--- src/rtl/param_sync_fifo.sv ---
// Parametrised single-clock show-ahead FIFO with valid/ready on both sides,
// almost-full flag and saturating drop counter. Define FIFO_ASSERT_EN to elaborate property checks.
module param_sync_fifo #(
   parameter int WIDTH     = 4,
   parameter int ADDR_W    = 3,
   parameter int AFULL_LVL = 6,
   parameter int DROP_W    = 4
) (
   input  logic              clk,
   input  logic              rst_n,
   input  logic              in_valid,
   output logic              in_ready,
   input  logic [WIDTH-1:0]  in_data,
   output logic              out_valid,
   input  logic              out_ready,
   output logic [WIDTH-1:0]  out_data,
   output logic [ADDR_W:0]   count,
   output logic              almost_full,
   output logic [DROP_W-1:0] drop_cnt
);

   localparam int                DEPTH     = 1 << ADDR_W;
   localparam logic [ADDR_W:0]   AFULL_CNT = (ADDR_W + 1)'(AFULL_LVL);
   localparam logic [DROP_W-1:0] DROP_MAX  = '1;

   logic [WIDTH-1:0] mem [DEPTH];
   logic [ADDR_W:0]  wr_ptr;
   logic [ADDR_W:0]  rd_ptr;
   logic             full;
   logic             empty;
   logic             push;
   logic             pop;
   logic             drop;

   // Extra pointer MSB distinguishes full from empty when the address bits match.
   assign empty = (wr_ptr == rd_ptr);
   assign full  = (wr_ptr[ADDR_W-1:0] == rd_ptr[ADDR_W-1:0]) &&
                  (wr_ptr[ADDR_W] != rd_ptr[ADDR_W]);

   assign count       = wr_ptr - rd_ptr;
   assign in_ready    = !full;
   assign out_valid   = !empty;
   assign almost_full = (count >= AFULL_CNT);

   assign push = in_valid & in_ready;
   assign pop  = out_valid & out_ready;
   assign drop = in_valid & !in_ready;

   assign out_data = mem[rd_ptr[ADDR_W-1:0]];

   // NOTE: storage has no reset; entries are only observable once a push has
   // written them, and leaving reset off lets the array map onto RAM.
   always_ff @(posedge clk) begin
      if (push) mem[wr_ptr[ADDR_W-1:0]] <= in_data;
   end

   always_ff @(posedge clk or negedge rst_n) begin
      if (!rst_n) begin
         wr_ptr <= '0;
         rd_ptr <= '0;
      end else begin
         if (push) wr_ptr <= wr_ptr + 1'b1;
         if (pop)  rd_ptr <= rd_ptr + 1'b1;
      end
   end

   always_ff @(posedge clk or negedge rst_n) begin
      if (!rst_n)                        drop_cnt <= '0;
      else if (drop && drop_cnt != DROP_MAX) drop_cnt <= drop_cnt + 1'b1;
   end

`ifdef FIFO_ASSERT_EN
   localparam logic [ADDR_W:0] DEPTH_CNT = (ADDR_W + 1)'(DEPTH);

   a_count_bound: assert property (@(posedge clk) disable iff (!rst_n)
      count <= DEPTH_CNT);
   a_not_full_empty: assert property (@(posedge clk) disable iff (!rst_n)
      !(full && empty));
   a_push_empty_valid: assert property (@(posedge clk) disable iff (!rst_n)
      (push && empty) |=> out_valid);
   a_drop_monotonic: assert property (@(posedge clk) disable iff (!rst_n)
      drop_cnt >= $past(drop_cnt));
   a_afull_match: assert property (@(posedge clk) disable iff (!rst_n)
      almost_full == (count >= AFULL_CNT));
`endif

endmodule

--- config.mk ---
export PLATFORM = sky130hd
export DESIGN_NAME = param_sync_fifo
export DESIGN_NICKNAME = d
export VERILOG_FILES = /design/src/rtl/param_sync_fifo.sv
export SDC_FILE = /design/constraint.sdc
export NUM_CORES = 1
export LEC_CHECK = 0
export BUFFER_PORTS_ARGS = -buffer_cell sky130_fd_sc_hd__clkbuf_2
export CORE_UTILIZATION = 50
export CTS_CLUSTER_SIZE = 28
export DETAILED_ROUTE_END_ITERATION = 16
export PLACE_DENSITY = 0.8
export RECOVER_POWER = 25
export SLEW_MARGIN = 10
export SYNTH_ARGS = -nofsm -noshare
export SYNTH_HDL_FRONTEND = slang
export SYNTH_SLANG_ARGS = --single-unit
--- constraint.sdc ---
create_clock -name clk -period 3.7 [get_ports clk]
set_input_delay 0.37 -clock clk [delete_from_list [all_inputs] [get_ports clk]]
set_output_delay 0.37 -clock clk [all_outputs]
set_load 0.05 [all_outputs]
---- Word level (Yosys, flattened, before mapping) ----
Memories as Yosys holds them, arrays and structs flattened.
Index checks and enable logic that the tools add are counted.
storage, ports and cells
  bits in registers ....................... 12
  latch bits .............................. 0
  bits in writable memories ............... 32
  memory bits (read-only) ................. 0
  output and inout bits ................... 15
  word-level logic and storage cells ...... 22
  memories ................................ 1
operators by class
  $add $sub $neg .......................... 4
  multipliers ............................. 0
  divide/modulo/power cells ............... 0
  $lt $le $gt $ge ......................... 1
  equal/unequal tests ..................... 4
  shift operators ......................... 0
  multiplexer cells ....................... 2
  bitwise logic cells ..................... 3
  reductions and logical operators ........ 4
memories
  name  depth  bits a word  rd ports  clocked after Yosys merged registers in  wr ports  line  RTL
  mem   8      4            1         0                                        1         26    logic [WIDTH-1:0] mem [DEPTH];
operators by type and width
  operator               count
  $add A4 B1 Y4 const B  3
  $eq A4 B4 Y1           1
  $ge A4 B3 Y1 const B   1
  $ne A4 B4 Y1 const B   1
  $sub A4 B4 Y4          1
  $and A1 B1 Y1          3
  $eq A3 B3 Y1           1
  $logic_and A1 B1 Y1    2
  $logic_not A1 Y1       2
  $mux W1                2
  $ne A1 B1 Y1           1

---- Logic depth before layout (Yosys ltp) ----
Gate-level depths: netlist of run 1.
  word-level depth ........................ 6
  depth in mapped cells ................... 7
  depth with buffers taken out ............ 6

---- Worst setup path after synthesis of run 1 ----
No wires, ideal clock.
  path kind ............................... register to output
  start ................................... register rd_ptr[2]
  end ..................................... output almost_full
  data arrival time ....................... 2,524 ps
  required time ........................... 3,330 ps
  path slack .............................. 806 ps
  cell stages (with the launch flop) ...... 8
  buffers on the path ..................... 1
  path through ............................ dfrtp_1 clkbuf_1 inv_1 ha_1 nor2b_1 a221oi_2 xnor2_1 a21o_1
on the way
  longest elaborated chain between the ends .. 2
ends and longest elaborated chain
  what                    line  RTL
  from (decl)             28    logic [ADDR_W:0] rd_ptr;
  from (signal assigned)  63    if (pop) rd_ptr <= rd_ptr + 1'b1;
  $sub A4 B4 Y4           40    assign count = wr_ptr - rd_ptr;
  named net count[3]      17    output logic [ADDR_W:0] count,
  $ge A4 B3 Y1            43    assign almost_full = (count >= AFULL_CNT);
  to (decl)               18    output logic almost_full,
The timed path passes the listed nets, and every way through them passes these cells.

---- Worst setup path after layout of run 1 ----
  start ................................... register rd_ptr[2]
  end ..................................... output almost_full
on the way
  longest elaborated chain between the ends .. 2
ends and longest elaborated chain
  what           line
  $sub A4 B4 Y4  40
  $ge A4 B3 Y1   43
Every way passes these cells.

==> impl_metrics.toml, run 1 <==
[status]
status = "finished, final reports clean"

[synth]
synth-xor-area-share_pct = 5.76
synth.area.top_cells = "edfxtp_1 49%, dfrtp_1 15%, mux4_2 9.1%, ha_1 3.8%, xnor2_1 3.5%"
synth-main-ff-cell = "edfxtp_1"
synth-seq-cells = 44
synthArstFlopShare_pct = 27.3
synth_fa_ha_area_share_pct = 4.81
synth_top_area_cell = "edfxtp_1"
syn-num-nets = 141
synth_area_per_cell_um2 = 15.7
synth_simple_gate_area_share_pct = 10.1
muxShareOfSynthArea_pct = 11.4
synth_edf_count = 32
synthCells = 126
synth_top_area_share_pct = 48.6
netlist_area_um2 = 1980
synth_cell_type_count = 27
synth-compound-area-share_pct = 1.96
yosys_warnings = 0
ys_seq_area_share_pct = 63.8
synth_top_family_by_area = "multiplexers"

[place]
dpl.hpwl_mm = 2.61
gp_congestion = 0.785
place_ws_ns = 1.17
port_buffers = 22

[sta]
hold_viol = 0
setup-tns-final_ns = 0
rsz0062_at_grt = "false"
fin_ws_ns = 0.971
slew_headroom_pct = 47.2
skew_ns = 0.00849
fmax_ghz = 0.366
setup_violations = 0
period_needed_ns = 2.73
slew_violations = 0
min_period_over_period_pct = 73.8
tightest_slew_ns = 0.784

[min_path]
holdPathStages = 3
min_to = "rd_ptr[2]"
worstHoldPathType = "in2reg"
min-delay-start = "out_ready"

[clock_tree]
clkSinkCount = 44
cts-htree-levels = 2
cts_tree = "built"
clk_pin_slew_ns = 0.07
clockBufferDepth = 2
postCtsSetupBuffers = 0
postCtsResizedCells = 0
root_buffer = "clkbuf_8"
tritoncts.num_buffers = 5
insertion_delay_ns = 0.28

[setup_path]
worst-path-max-fanout = 7
r2r-end = "mem[0][0]"
crit_arrival_ns = 2.36
startpoint_type = "register"
r2r_setup_slack_ns = 1.15
reg2regPathDepth = 6
path_class = "reg2out"
end_kind = "output pin"
timing.rr.start = "rd_ptr[1]"
required_ns = 3.33

[detailed_routing]
ant_nets = 0
wirelength_mm = 3.40
drt_iter0_drc = 38
vias_per_cell = 5.30
drt_pass1_iterations = 4
drc = 0
wl_per_cell_um = 16.7
vias = 1076

[finish]
final_cell_mix = "32 x edfxtp_1, 18 x clkbuf_2, 15 x nand2_1"
nets = 169
fillCellCount = 291
area_growth_pct = 12.7
drive_gt1_share_pct = 28.4
diodes = 0
final_common_cell = "edfxtp_1"

[floorplanning]
core_area_um2 = 3720
die_w_um = 64.9
start_util_pct = 53.2
die_h_um = 64.9
pin_count = 23
die_area_um2 = 4210
rows = 22

[grt]
antenna_found_initial = 0
grt_pass1_wl_mm = 5.62
grt_max_degree = 14
grt.total_usage_pct = 18.5
grt_pass1_vias = 1135
grt-ovfl-total = 0

[job]
maxCapViolCount = 0
==> registers in the layout (all words and copies together), names as in the netlist <==
register / cells
drop_cnt: 4
wr_ptr: 4
mem: 32
rd_ptr: 4
==> critical path: stages (launching register included) <==
cell	delay, ns
dfrtp_1	0.50
inv_1	0.16
ha_1	0.38
nor2b_1	0.19
a221oi_2	0.29
xnor2_1	0.18
a21o_1	0.11
clkbuf_2	0.26
==> area by class of cell <==
class                   instances  area [µm²]  area share [%]
well taps                      48        60.1            2.70
clock inverters                 2        11.3           0.506
flip-flops and latches         44        1260            56.6
clock buffers                   6        72.6            3.26
repair buffers                 24         123            5.51
inverters                       7        26.3            1.18
multi-input cells              72         673            30.2
==> worst max-delay path by stage <==
| stage | startpoint | end | slack, ns |
|---|---|---|---|
| 6_report | rd_ptr[2] | almost_full | 0.97 |
| 5_1_grt | rd_ptr[2] | almost_full | 0.85 |
| 4_1_cts | rd_ptr[2] | almost_full | 0.94 |
| 3_5_place_dp | rd_ptr[1] | mem[0][2] | 1.17 |
| 3_3_place_gp | rd_ptr[1] | mem[1][1] | 1.30 |
| 2_1_floorplan | rd_ptr[2] | almost_full | 0.81 |
==> stage by stage <==
| stage | instance area, µm² | utilization (%) | cells | hold WS [ns] |
|---|---|---|---|---|
| floorplan | 1980 | - | 126 | 0.0744 |
| global placement | 2140 | 57.5 | 194 | 0.261 |
| detailed placement | 2140 | 57.5 | 194 | 0.269 |
| CTS | 2230 | 60.1 | 203 | 0.375 |
| global route | 2230 | 59.9 | 203 | 0.405 |
| finish | 2230 | 59.9 | 203 | 0.376 |
==> layer usage <==
layer  vias to the layer above  routed length (µm)  global-route usage, %
li1                        512                   -                      -
met4                         0                  13                   5.56
met1                       539                1460                   23.5
met3                         2                 113                   3.70
met2                        23                1810                   31.9
met5                         -                   0                      0
==> cells in the mapped netlist (2+ instances only) <==
cell type,n
nand2_1,15
dfrtp_1,12
xor2_1,5
inv_1,7
mux2_4,3
nor2_1,4
xnor2_1,8
nor3_1,4
nor2_2,2
edfxtp_1,32
mux4_2,8
nand3_1,6
ha_1,6
==> cell families after synthesis <==
family | count (synthesis)
DFF | 44
and+or+nand+nor | 37
AOI/OAI and AO/OA | 4
muxes | 11
buffers and inverters | 10
adders and majority gates | 7
xor gates and xnor gates | 13
==> what timing repair did <==
action / 4_1_cts / 5_1_grt
endpoints found under the setup margin: 0 / 0
endpoints found under the hold margin: 12 / 0
hold buffers: 1 / 0
Power of run 1 is not shown: default switching activity piles up to over one toggle a cycle in this logic, so the estimate is an artifact.
==> run 2: changes to the inputs <==
- ABC_AREA: unset -> 1
- PLACE_DENSITY: 0.8 -> 0.82
- clock period: 3.7 -> 2.5 ns (I/O delays scaled with it)
==> run 2 against run 1 <==
Global-route usage grew 1.1 points; die area grew 16%; critical path depth is the same; clock-buffer cell count shrank 1; setup slack lost 0.83 ns; sequential share of layout area shrank 7.0 points; synthesized cell count grew 110%; register-to-register slack lost 0.78 ns; largest cell class unchanged.
==> impl_metrics.toml, run 2 <==
[detailed_routing]
drt_pass1_iterations = 7
vias = 1698
wirelength_mm = 4.48
vias_per_cell = 5.04
ant_nets = 0
drc = 0
wl_per_cell_um = 13.3
drt_iter0_drc = 121

[finish]
drive_gt1_share_pct = 15.1
nets = 299
regArea_um2 = 1260
diodes = 0
multi_input_area_um2 = 858
fillCellCount = 368
area_growth_pct = 10.6
largest_reg_flops = 32
final_common_cell = "nand2_1"
final_cell_mix = "103 x nand2_1, 34 x inv_1, 32 x edfxtp_1"

[synth]
yosys_warnings = 0
syn-num-nets = 274
ys_seq_area_share_pct = 54.8
synth_area_per_cell_um2 = 8.88
synthArstFlopShare_pct = 27.3
synth-main-ff-cell = "edfxtp_1"
netlist_area_um2 = 2300
synth_top_area_share_pct = 41.8
synthCells = 259
synth_edf_count = 32
synth_cell_type_count = 24
synth-seq-cells = 44
synth_most_common_cell = "nand2_1"
yosys-top-cells-count = "103 x nand2_1, 34 x inv_1, 32 x edfxtp_1"
synth_top_area_cell = "edfxtp_1"
synth.area.top_cells = "edfxtp_1 42%, nand2_1 17%, dfrtp_1 13%, nand3_1 6.7%, inv_1 5.5%"

[place]
dpl.hpwl_mm = 3.32
port_buffers = 22
gp_congestion = 0.976

[setup_path]
end_kind = "output pin"
worst-path-max-fanout = 8
critical_path_buf_inv_count = 2
required_ns = 2.25
crit_slowest_cell = "dfrtp_2"
crit_arrival_ns = 2.10
path_class = "reg2out"
startpoint_type = "register"
cp_cell_sequence = "inv_1 -> ha_1 -> fa_1 -> xnor2_2 -> nand2_1 -> nand3_1 -> clkbuf_2"
cpLargestDelayFamily = "adder cells"
slowest_delay_ns = 0.44

[status]
status = "finished, final reports clean"

[grt]
grt_pass1_vias = 1561
grt_max_degree = 22
grt_pass1_wl_mm = 7.20
grt.total_usage_pct = 19.6
grt-ovfl-total = 0
antenna_found_initial = 0

[sta]
skew_ns = 0.0109
setup-tns-final_ns = 0
slew_headroom_pct = 73.7
hold_viol = 0
setup_violations = 0
period_needed_ns = 2.35
rsz0062_at_grt = "false"
min_period_over_period_pct = 94.2
slew_violations = 0
fmax_ghz = 0.425
tightest_slew_ns = 0.394

[clock_tree]
clk_pin_slew_ns = 0.08
clkSinkCount = 44
tritoncts.num_buffers = 5
insertion_delay_ns = 0.29
cts-htree-levels = 2
cts_tree = "built"
root_buffer = "clkbuf_8"
clockBufferDepth = 2

[floorplanning]
die_h_um = 69.8
core_area_um2 = 4380
start_util_pct = 52.5
pin_count = 23
die_w_um = 69.8
die_area_um2 = 4870
rows = 24

[min_path]
worstHoldPathType = "in2reg"

[job]
maxCapViolCount = 0
[run 2: changes by cell type after synthesis, sizes merged, moves of 4 or more]
cell / previous run / this run
nor2: 6 / 10
nand3: 6 / 33
inv: 7 / 36
xnor2: 8 / 1
buf: 2 / 7
mux4: 8 / 0
nor3: 4 / 0
nand2: 16 / 111
[run 2: cell type report]
type	instances	share of cell area [%]
clock buffer	5	2.71
sequential	44	49.7
tap	52	2.56
inverter	38	5.66
timing repair buffer	25	5.12
clock inverter	3	0.541
multi-input combinational	170	33.8
[run 2: layer usage]
| layer | part of all wire (%) | vias to the layer above | global-route usage [%] |
|---|---|---|---|
| li1 | - | 869 | - |
| met1 | 45 | 771 | 25.3 |
| met2 | 48 | 44 | 31.0 |
| met3 | 3.5 | 14 | 3.49 |
| met4 | 3.5 | 0 | 11.6 |
| met5 | 0 | - | 0 |
[run 2: through the flow]
stage | cells | hold WS (ns) | area (µm²) | util, % | setup slack, ns
5_1_grt | 337 | 0.279 | 2540 | 58.0 | 0.0425
4_1_cts | 337 | 0.249 | 2550 | 58.1 | 0.0544
6_report | 337 | 0.250 | 2540 | 58.0 | 0.145
3_5_place_dp | 328 | 0.158 | 2450 | 56.0 | 0.377
3_3_place_gp | 328 | 0.154 | 2450 | 56.0 | 0.478
2_1_floorplan | 259 | -0.0456 | 2310 | - | 0.0545
[run 2: final timing paths]
path,end,depth (start not counted),from,slack [ns]
min in group asynchronous,rd_ptr[3],2,rst_n,0.37
setup reg to reg,mem[4][0],7,rd_ptr[2],0.37
max in group asynchronous,wr_ptr[0],2,rst_n,1.86
hold / removal,rd_ptr[3],3,out_ready,0.25
hold reg to reg,drop_cnt[3],2,drop_cnt[3],0.56
setup / recovery,almost_full,7,wr_ptr[0],0.15
[run 2: cell families after synthesis]
| logic type | share of synthesized area (%) |
|---|---|
| AO/OA/AOI/OAI | 0.217 |
| buffers and inverters | 8.16 |
| flip-flops | 54.8 |
| AND/OR/NAND/NOR | 31.1 |
| XOR/XNOR | 1.52 |
| adder cells (fa/ha/maj) | 4.13 |
[run 2: worst reg2reg max path, cell delays in order, from the launching register on]
cell	delay (ns)
dfrtp_1	0.51
inv_1	0.15
ha_1	0.38
nand3_2	0.14
clkinv_2	0.11
nand2_4	0.13
nand3_4	0.10
nor2_1	0.27
[run 2: what timing repair did]
action / 4_1_cts / 5_1_grt
gates resized for setup: 0 / 1
hold buffers: 1 / 0
endpoints found under the hold margin: 12 / 0
endpoints found under the setup margin: 0 / 1
setup buffers: 0 / 0
Power of run 2 is left out for the same reason.
==> run 3: changes to the inputs <==
==> constraint.sdc (replaced) <==
create_clock -name clk -period 2.5 [get_ports clk]
set_input_delay 0.25 -clock clk [delete_from_list [all_inputs] [get_ports clk]]
set_output_delay 0.25 -clock clk [all_outputs]
set_load 0.01 [all_outputs]
==> run 3 against run 2 <==
Register-to-register slack about the same; die area unchanged; clock-buffer cell count rose by 2; fmax is 0.18% higher; global-route usage is 0.57 points higher; critical path depth is the same; highest routed layer unchanged.
==> impl_metrics.toml, run 3 (synthesis results as in run 2) <==
[finish]
fin_util_pct = 57.7
drive_gt1_share_pct = 13.7
final_common_cell = "nand2_1"
multi_input_area_um2 = 851
largest_reg_flops = 32
diodes = 0
final_cell_mix = "103 x nand2_1, 34 x inv_1, 32 x edfxtp_1"
fillCellCount = 390
nets = 299
fin_cells = 337
area_growth_pct = 10.1
regArea_um2 = 1260

[sta]
rsz0062_at_grt = "false"
tightest_slew_ns = 0.402
fmax_ghz = 0.425
setup-tns-final_ns = 0
period_needed_ns = 2.35
slew_violations = 0
slew_headroom_pct = 73.2
fin_ws_ns = 0.149
setup_violations = 0
min_period_over_period_pct = 94.0
hold_viol = 0
skew_ns = 0.00623
worst_hold_slack_ns = 0.256

[setup_path]
critical_path_buf_inv_count = 2
crit_arrival_ns = 2.10
required_ns = 2.25
path_class = "reg2out"
cp_cell_sequence = "inv_1 -> ha_1 -> fa_1 -> xnor2_1 -> nand2_1 -> nand3_1 -> clkbuf_2"
crit_slowest_cell = "dfrtp_1"
cpLargestDelayFamily = "adder cells"
worst-path-max-fanout = 8
end_kind = "output pin"
slowest_delay_ns = 0.49
startpoint_type = "register"

[detailed_routing]
drc = 0
wirelength_mm = 4.52
vias = 1730
vias_per_cell = 5.13
drt_iter0_drc = 143
wl_per_cell_um = 13.4
drt_pass1_iterations = 4
ant_nets = 0

[clock_tree]
cts-htree-levels = 2
tritoncts.num_buffers = 5
insertion_delay_ns = 0.29
root_buffer = "clkbuf_8"
clkSinkCount = 44
postCtsResizedCells = 0
clockBufferDepth = 2
cts_tree = "built"
clk_pin_slew_ns = 0.08

[place]
port_buffers = 22
dpl.hpwl_mm = 3.30
place_ws_ns = 0.406
gp_congestion = 0.837
place_inst = 328

[job]
maxCapViolCount = 0

[floorplanning]
pin_count = 23
rows = 24
core_area_um2 = 4380
start_util_pct = 52.5
die_area_um2 = 4870
die_h_um = 69.8
die_w_um = 69.8

[power_and_ir_drop]
clkPwrFrac_pct = 13.2
sequentialPowerShare_pct = 35.4
p_sw_mw = 1.39
max-vdd-ir-drop_mv = 0.593
pwr-share-comb_pct = 51.4
power-per-cell-area_nw_per_um2 = 1220
internal-power_mw = 1.71
power.share.switching_pct = 44.9
p_leak_nw = 1.26

[grt]
grt-ovfl-total = 0
grt.total_usage_pct = 20.2
antenna_found_initial = 0
grt_max_degree = 22
grt_pass1_wl_mm = 7.49
grt_pass1_vias = 1587

[min_path]
worstHoldPathType = "in2reg"

[status]
status = "finished, final reports clean"
==> run 3: cell types whose count changed in the layout (fill, tap and decap cells not counted), sizes merged <==
cell    before  now
clkbuf      27   29
clkinv       5    3
==> run 3: layout make-up <==
cell class | count | share of cell area [%]
sequential | 44 | 49.8
multi-input combinational | 170 | 33.6
inverter | 38 | 5.68
timing repair buffer | 25 | 5.14
clock buffer | 7 | 3.02
tap | 52 | 2.57
clock inverter | 1 | 0.148
==> run 3: metrics by stage <==
step | instance area, µm² | power, mW
4_1_cts | 2540 | 3.11
3_5_place_dp | 2450 | 2.69
5_1_grt | 2530 | 3.36
2_1_floorplan | 2300 | 2.24
6_report | 2530 | 3.10
3_3_place_gp | 2450 | 2.67
==> run 3: path summary, 6_finish.rpt <==
kind                                to  slack [ns]         from  cells after the start
setup / recovery           almost_full        0.15    wr_ptr[0]                      7
hold / removal               rd_ptr[3]        0.26    out_ready                      3
setup reg to reg             mem[1][0]        0.38    rd_ptr[2]                      7
hold reg to reg            drop_cnt[1]        0.57  drop_cnt[1]                      2
max in group asynchronous    wr_ptr[2]        1.89        rst_n                      2
min in group asynchronous    rd_ptr[3]        0.37        rst_n                      2
==> run 3: layer usage <==
metal | global-route usage (%) | vias up | part of all wire (%)
met3 | 4.36 | 8 | 3.7
li1 | - | 867 | -
met1 | 27.1 | 810 | 45
met4 | 7.78 | 0 | 1.7
met2 | 32.2 | 45 | 49
met5 | 0 | - | 0
==> run 3: timing repair <==
action | CTS | global route
endpoints found under the setup margin | 0 | 0
hold buffers | 1 | 0
hold endpoints to repair | 12 | 0
buffers inserted | 0 | 0
==> run 3: power by group through the flow <==
stage                     clock, mW  combinational (mW)  sequential (mW)
final                         0.408                1.59             1.10
after global routing          0.453                1.79             1.12
after CTS                     0.418                1.60             1.09
after detailed placement          0                1.59             1.11
after global placement            0                1.57             1.10
after floorplan                   0                1.18             1.06
==> run 3: tightest hold or removal path: stages <==
cell,delay (ns)
clkbuf_2,0.12
nand3_1,0.09
nand2_1,0.05
Power figures use the tool's default switching activity.
